<file path="src/rtl/imem_boot_loader_pkg.sv">
// Shared definitions for the instruction-memory boot loader: FSM state
// encodings and the default text base shared with the CPU's reset PC.
package imem_boot_loader_pkg;

   typedef enum logic [2:0] {
      S_LEN_HI = 3'd0,
      S_LEN_LO = 3'd1,
      S_DATA   = 3'd2,
      S_CKSUM  = 3'd3,
      S_DONE   = 3'd4,
      S_ERR    = 3'd5
   } state_t;

   localparam logic [31:0] DEFAULT_TEXT_BASE = 32'h0000_3000;

endpackage

</file>
<file path="src/rtl/imem_boot_loader_byte_packer.sv">
// Packs accepted bytes MSB-first into 32-bit words; word_valid is high
// (combinationally) on the cycle the 4th byte of a word is accepted.
module imem_boot_loader_byte_packer (
   input  logic        clk,
   input  logic        rst,
   input  logic        en,
   input  logic [7:0]  in_byte,
   output logic        word_valid,
   output logic [31:0] word
);

   logic [1:0]  idx;
   logic [23:0] shreg;

   always_ff @(posedge clk) begin
      if (!rst) begin
         idx   <= '0;
         shreg <= '0;
      end else if (en) begin
         idx   <= idx + 2'd1;
         shreg <= {shreg[15:0], in_byte};
      end
   end

   // The first three bytes live in shreg; the 4th completes the word directly.
   assign word_valid = en && (idx == 2'd3);
   assign word       = {shreg, in_byte};

endmodule

</file>
<file path="src/rtl/imem_boot_loader.sv">
// Framed byte-stream loader for the instruction ROM; holds the CPU in reset
// until the image is written. Define BOOT_CHECKSUM_EN for a trailing XOR byte.
module imem_boot_loader
   import imem_boot_loader_pkg::*;
#(
   parameter logic [31:0] TEXT_BASE = DEFAULT_TEXT_BASE,
   parameter int unsigned ADDR_W    = 10,
   parameter int unsigned MAX_WORDS = 1024
) (
   input  logic              clk,
   input  logic              rst,
   input  logic              in_valid,
   input  logic [7:0]        in_byte,
   output logic              in_ready,
   output logic              im_we,
   output logic [ADDR_W-1:0] im_addr,
   output logic [31:0]       im_wdata,
   output logic              cpu_rst,
   output logic              done,
   output logic              err,
   output logic [15:0]       word_count,
   output logic [31:0]       boot_pc
);

   localparam logic [16:0] MAX_LEN = 17'(MAX_WORDS);

   state_t      state, next_state;
   logic [7:0]  len_hi;
   logic [15:0] len;
   logic [15:0] frame_len;
   logic        accept;
   logic        pack_en;
   logic        word_valid;
   logic [31:0] word;
`ifdef BOOT_CHECKSUM_EN
   logic [7:0]  cksum;
`endif

   assign accept    = in_valid && in_ready;
   assign pack_en   = accept && (state == S_DATA);
   assign frame_len = {len_hi, in_byte};
   assign boot_pc   = TEXT_BASE;

   imem_boot_loader_byte_packer u_packer (
      .clk        (clk),
      .rst        (rst),
      .en         (pack_en),
      .in_byte    (in_byte),
      .word_valid (word_valid),
      .word       (word)
   );

   always_ff @(posedge clk) begin
      if (!rst) state <= S_LEN_HI;
      else      state <= next_state;
   end

   always_comb begin
      next_state = state;
      case (state)
         S_LEN_HI: if (accept) next_state = S_LEN_LO;
         S_LEN_LO: begin
            if (accept) begin
               if (frame_len == 16'd0)                next_state = S_DONE;
               else if ({1'b0, frame_len} > MAX_LEN)  next_state = S_ERR;
               else                                   next_state = S_DATA;
            end
         end
         S_DATA: begin
            if (word_valid && (16'(word_count + 16'd1) == len)) begin
`ifdef BOOT_CHECKSUM_EN
               next_state = S_CKSUM;
`else
               next_state = S_DONE;
`endif
            end
         end
`ifdef BOOT_CHECKSUM_EN
         S_CKSUM: if (accept) next_state = (in_byte == cksum) ? S_DONE : S_ERR;
`endif
         S_DONE:  next_state = S_DONE;
         S_ERR:   next_state = S_ERR;
         default: next_state = S_ERR;
      endcase
   end

   always_ff @(posedge clk) begin
      if (!rst) begin
         len_hi     <= '0;
         len        <= '0;
         word_count <= '0;
         in_ready   <= 1'b0;
         im_we      <= 1'b0;
         im_addr    <= '0;
         im_wdata   <= '0;
         done       <= 1'b0;
         err        <= 1'b0;
         cpu_rst    <= 1'b1;
      end else begin
         in_ready <= (next_state == S_LEN_HI) || (next_state == S_LEN_LO) ||
                     (next_state == S_DATA)   || (next_state == S_CKSUM);
         im_we    <= word_valid;
         if (accept && (state == S_LEN_HI)) len_hi <= in_byte;
         if (accept && (state == S_LEN_LO)) len    <= frame_len;
         if (word_valid) begin
            im_addr    <= word_count[ADDR_W-1:0];
            im_wdata   <= word;
            word_count <= word_count + 16'd1;
         end
         done    <= (next_state == S_DONE);
         err     <= (next_state == S_ERR);
         // Released from the registered state so the CPU leaves reset one cycle after done.
         cpu_rst <= (state != S_DONE);
      end
   end

`ifdef BOOT_CHECKSUM_EN
   always_ff @(posedge clk) begin
      if (!rst)         cksum <= '0;
      else if (pack_en) cksum <= cksum ^ in_byte;
   end
`endif

endmodule
</file>
<file path="config.mk">
export PLATFORM = sky130hd
export DESIGN_NAME = imem_boot_loader
export DESIGN_NICKNAME = d
export VERILOG_FILES = /design/src/rtl/imem_boot_loader_pkg.sv /design/src/rtl/imem_boot_loader_byte_packer.sv /design/src/rtl/imem_boot_loader.sv
export SDC_FILE = /design/constraint.sdc
export NUM_CORES = 1
export LEC_CHECK = 0
export ABC_AREA = 1
export BUFFER_PORTS_ARGS = -buffer_cell sky130_fd_sc_hd__buf_2
export CAP_MARGIN = 40
export CELL_PAD_IN_SITES_DETAIL_PLACEMENT = 1
export CELL_PAD_IN_SITES_GLOBAL_PLACEMENT = 1
export CORE_MARGIN = 2
export CORE_UTILIZATION = 31
export DETAILED_ROUTE_END_ITERATION = 8
export PLACE_DENSITY_LB_ADDON = 0.2
export RECOVER_POWER = 100
export SETUP_SLACK_MARGIN = 0.4
export SYNTH_ARGS = -nofsm -noshare
export SYNTH_HDL_FRONTEND = slang
export SYNTH_SLANG_ARGS = --single-unit
export TNS_END_PERCENT = 5
</file>
<file path="constraint.sdc">
create_clock -name clk -period 1.8 [get_ports clk]
set_input_delay 0.36 -clock clk [delete_from_list [all_inputs] [get_ports clk]]
set_output_delay 0.36 -clock clk [all_outputs]
set_load 0.1 [all_outputs]
</file>
; ---- Yosys cells after proc, flatten, opt, wreduce, memory -nomap -nowiden
; Index checks and enable logic that the tools add are counted.
[totals]
register_bits = 116
input_bits = 11
out_inout_bits = 95
elab_cells = 45
[op_classes]
addsub = 2
magnitude_cmp = 1
n_eq_ne = 11
muxes = 6
reduce_logical = 12
[ops]
columns = cell, count
row1 = 16-bit by 1-bit adder with 16-bit output (second input constant), 1
row2 = 16-bit == test, 1
row3 = 16-bit by 11-bit greater-than comparator with 1-bit output (second input constant), 1
row4 = 16-bit logical NOT, 1
row5 = 3-bit two-way mux, 5
row6 = 3-bit one-hot mux with 4 select lines, 1
row7 = 3-bit by 2-bit == test with 1-bit output (second input constant), 3
row8 = 3-bit == test (second input constant), 3
row9 = 3-bit by 1-bit == test with 1-bit output (second input constant), 2
row10 = 1-bit logical AND, 6
row11 = 3-bit logical NOT, 2
row12 = 1-bit logical OR, 3
row13 = 3-bit inequality test (second input constant), 1
row14 = 2-bit by 1-bit adder with 2-bit output (second input constant), 1
row15 = 2-bit == test (second input constant), 1

; ---- Logic depth before layout (Yosys ltp)
[logic_depth]
depth_word = 10
depth_mapped = 15

; ---- Hierarchy
; Synthesis repeated with hierarchy kept, for this count alone.
[unflattened]
hier_cells = 774
area_unflattened_um2 = 5365.1
[by_module_without_submodules]
columns = module, n_inst, cells_each, area_per_inst_um2, seq_area_each_um2
row1 = imem_boot_loader, 1, 599, 4187.8, 1801.7
row2 = imem_boot_loader_byte_packer, 1, 175, 1177.4, 520.5

; ---- Least setup slack after synthesis
; Ideal clock, no wire load.
[synth_timing]
kind = register to register
startpoint = register word_count[1]
endpoint = register state[2]
arrival_ns = 2.430
required_ns = 1.690
path_slack_ns = -0.741
path_stages_with_launch = 12
period_less_slack_ns = 2.541
path_cell_list = dfxtp_1 ha_1 nand2_2 nor2_4 nand3_1 xor3_4 nand3_1 nor2_1 nand2_1 nand2_2 nand2_2 inv_1
[synth_via]
elab_chain_len = 5
[synth_rtl]
columns = item, line_no
row1 = start: declaration, imem_boot_loader.sv:21  ; output logic [15:0] word_count,
row2 = start signal: assignment, imem_boot_loader.sv:108  ; word_count <= word_count + 16'd1;
row3 = 16-bit by 1-bit adder with 16-bit output, imem_boot_loader.sv:70  ; if (word_valid && (16'(word_count + 16'd1) == len)) begin
row4 = 16-bit == test, imem_boot_loader.sv:70
row5 = 1-bit logical AND, imem_boot_loader.sv:70
row6 = 3-bit two-way mux, imem_boot_loader.sv:70
row7 = 3-bit one-hot mux with 4 select lines, imem_boot_loader.sv:60  ; case (state)
row8 = end signal: assignment, imem_boot_loader.sv:55  ; else state <= next_state;
row9 = end: declaration, imem_boot_loader.sv:27  ; state_t state, next_state;
; No other way between the ends.
; A chain may end at the register's enable or synchronous reset.

; ---- Worst setup path in the final report
[layout_timing]
startpoint = register word_count[0]
endpoint = register done
[layout_via]
elab_chain_len = 6
[layout_rtl]
columns = item, line_no
row1 = 16-bit by 1-bit adder with 16-bit output, imem_boot_loader.sv:70
row2 = 16-bit == test, imem_boot_loader.sv:70
row3 = 1-bit logical AND, imem_boot_loader.sv:70
row4 = 3-bit two-way mux, imem_boot_loader.sv:70
row5 = 3-bit one-hot mux with 4 select lines, imem_boot_loader.sv:60
row6 = 3-bit == test, imem_boot_loader.sv:110  ; done <= (next_state == S_DONE);
row7 = end signal: assignment, imem_boot_loader.sv:110
row8 = end: declaration, imem_boot_loader.sv:19  ; output logic done,
; No other way between the ends.

==> flow_metrics.env <==
export IMPL_clk_path_buf_depth=2
export IMPL_gr_total_overflow=0
export IMPL_seq_area_um2=2380
export IMPL_min_from="in_byte[2]"
export IMPL_drc=0
export IMPL_fp_dieH_um=130
export IMPL_cellPowerDensity_nw_per_um2=1160
export IMPL_clock_sinks=116
export IMPL_core_area_um2=15800
export IMPL_dr_pass1_iters=4
export IMPL_worst_pin_slew_ns=0.598
export IMPL_multi_input_area_um2=2240
export IMPL_htree_levels=4
export IMPL_rsz0062_at_grt="true"
export IMPL_clock_latency_ns=0.41
export IMPL_wl_per_cell_um=15.5
export IMPL_cp_required_ns=2.15
export IMPL_first_global_vias=4727
export IMPL_synth_top_area_share_pct=46.9
export IMPL_drv_slew=0
export IMPL_grt_pass1_wl_um=24500
export IMPL_areaGrowthSynthToFinish_pct=41.7
export IMPL_synth_cell_area_um2=4950
export IMPL_violations="setup timing"
export IMPL_synth_avg_cell_area_um2=7.67
export IMPL_drive_gt1_share_pct=28.4
export IMPL_track_usage_pct=18.6
export IMPL_synthAdderAreaFrac_pct=0.506
export IMPL_crit_type="reg2reg"
export IMPL_fmax_mhz=553
export IMPL_layout_commonest_cell="dfxtp_1"
export IMPL_r2r_start="word_count[0]$_SDFFE_PN0P_"
export IMPL_synth_compound_area_share_pct=18.7
export IMPL_cap_violations=0
export IMPL_power_total_mw=8.16
export IMPL_muxShareOfSynthArea_pct=0
export IMPL_synth_seq_area_share_pct=46.9
export IMPL_drt_vias_per_instance=4.69
export IMPL_ys_top_cells_by_area="dfxtp_1 47%, o21ai_0 9.4%, a21oi_1 8.1%"
export IMPL_gp_congestion=0.819
export IMPL_nets=764
export IMPL_diodes=0
export IMPL_worstSetupStartpoint="word_count[0]$_SDFFE_PN0P_"
export IMPL_portBuffers=73
export IMPL_drt_iter0_drc=142
export IMPL_antenna_found_initial=0
export IMPL_cp_arrival_ns=2.16
export IMPL_ir_drop_v=0.000653
export IMPL_setup_ws_ns=-0.00678
export IMPL_fp_dieW_um=130
export IMPL_netlist_instances=645
export IMPL_outcome="complete, but fails checks"
export IMPL_cts_root_buf="clkbuf_16"
export IMPL_finClkSkew_ns=0.00614
export IMPL_synthArstFlopShare_pct=0
export IMPL_io_pins=106
export IMPL_synth_edff_count=0
export IMPL_antenna_left=0
export IMPL_synth_top_family_by_area="simple AND/OR/NAND/NOR gates"
export IMPL_die_area_um2=17000
export IMPL_grt_max_degree=81
export IMPL_worstHoldPathType="in2reg"
export IMPL_ys_warn_count=0
export IMPL_worstPathMaxFanout=5
export IMPL_worst_setup_path_start_kind="flip-flop"
export IMPL_drt_wl_total_um=15200
export IMPL_synthSimpleGateAreaFrac_pct=19.6
export IMPL_initial_utilization_pct=31.4
export IMPL_finalHoldViolCount=0
export IMPL_vias=4593
export IMPL_path_clk_slew_ns=0.05
export IMPL_synthFlopType="dfxtp_1"
export IMPL_synth_cell_types=34
export IMPL_layout_common_cells="97 x dfxtp_1, 89 x o21ai_0, 82 x nand2_1, 80 x a21oi_1, 54 x inv_1"
export IMPL_power_leakage_nw=2.97
export IMPL_synth_xor_area_share_pct=2.25
export IMPL_numCtsBuffers=17
export IMPL_cts_tree="yes"
export IMPL_place_ws_ns=-0.0699
export IMPL_setup_viol=2
export IMPL_cp_end_kind="flip-flop"
export IMPL_min_period_ns=1.81
export IMPL_slew_limit_headroom_pct=60.1
export IMPL_n_fill_cell=1921
export IMPL_row_count=46
export IMPL_synth_top_cell_by_area="dfxtp_1"
export IMPL_ys_ff_latch=116
export IMPL_fin_crit_sh_pct=100
export IMPL_dp_hpwl_um=10500
==> power breakdown <==
part           switching (mW)  internal, mW
logic                   0.990         0.284
clock network            1.23          2.80
registers               0.132          2.72
total                    2.35          5.81
==> path summary, 6_finish.rpt <==
path / endpoint / slack [ns] / depth (start not counted)
max: done$_SDFF_PN0_ / -0.007 / 14
min reg2reg: im_wdata[24]$_SDFFE_PN0P_ / 0.47 / 2
min: u_packer.shreg[2]$_SDFFE_PN0P_ / 0.27 / 3
max reg2reg: done$_SDFF_PN0_ / -0.007 / 14
==> critical path: stages (launching register included) <==
cell and delay (ns):
dfxtp_4 0.36, buf_4 0.15, inv_1 0.07, nor2_4 0.14, buf_4 0.14, nand4_1 0.11, nand2_1 0.13, nand2_1 0.06
nand2_1 0.08, nand3_2 0.09, nor2_2 0.10, nand2_2 0.09, nand2_2 0.09, nand2_2 0.06, nor2_2 0.08
==> cells in the mapped netlist, drive strengths merged, types with 3 or more instances <==
| cell type | instances |
|---|---|
| dfxtp | 116 |
| o21ai | 94 |
| nand2 | 93 |
| a21oi | 81 |
| nor2 | 60 |
| inv | 57 |
| buf | 41 |
| nand3 | 41 |
| clkbuf | 23 |
| nand4 | 9 |
| xor2 | 5 |
| nand3b | 4 |
| a211oi | 3 |
| nor3 | 3 |
==> what timing repair did <==
| item | 4_1_cts | 5_1_grt |
|---|---|---|
| pin swaps | 7 | 11 |
| endpoints found under the setup margin | 165 | 135 |
| buffers inserted | 7 | 4 |
| gates resized for setup | 150 | 87 |
| cloned | 0 | 0 |
| endpoints found under the hold margin | 0 | 0 |
| hold buffers | 0 | 0 |
==> cells by family (layout without fill, tap and decap cells) <==
family	count (synthesis)	count (layout)
simple gates	212	212
fa+ha+maj	2	2
other cells	2	32
flops	116	116
xor+xnor	9	9
buf+inv	123	212
compound gates	181	181
==> layout make-up <==
cell class / count / share of cell area, %
clock inverter: 11 / 3.10
sequential: 116 / 33.9
timing repair buffer: 121 / 16.9
tap: 216 / 3.85
clock buffer: 21 / 7.03
multi-input combinational: 436 / 32.0
inverter: 59 / 3.23
==> per-stage QoR <==
| stage | hold WS, ns | utilization, % | area [um^2] | std cells | setup TNS, ns |
|---|---|---|---|---|---|
| global placement | 0.451 | 36.2 | 5710 | 937 | 0 |
| global route | 0.310 | 44.5 | 7020 | 980 | -0.920 |
| finish | 0.269 | 44.5 | 7020 | 980 | -0.0131 |
| detailed placement | 0.450 | 36.2 | 5710 | 937 | -0.219 |
| CTS | 0.261 | 44.2 | 6960 | 976 | -0.104 |
| floorplan | 0.418 | - | 5140 | 675 | -0.0697 |
==> flip-flops by register name, summed over array words and instances (netlist names) <==
signal,flops
len_hi,8
done,1
err,1
cpu_rst,1
state,3
u_packer.idx,2
im_we,1
im_addr,10
word_count,16
im_wdata,32
u_packer.shreg,24
len,16
in_ready,1
==> metal layers <==
metal	track usage [%]	share of wire, %	wire length [um]	vias up
met1	23.3	46	6950	2188
met3	3.90	3.4	513	27
met5	0	0	0	-
met4	7.88	2.0	298	0
met2	31.0	49	7400	99
li1	-	-	-	2279
(Power assumes the default switching activity.)
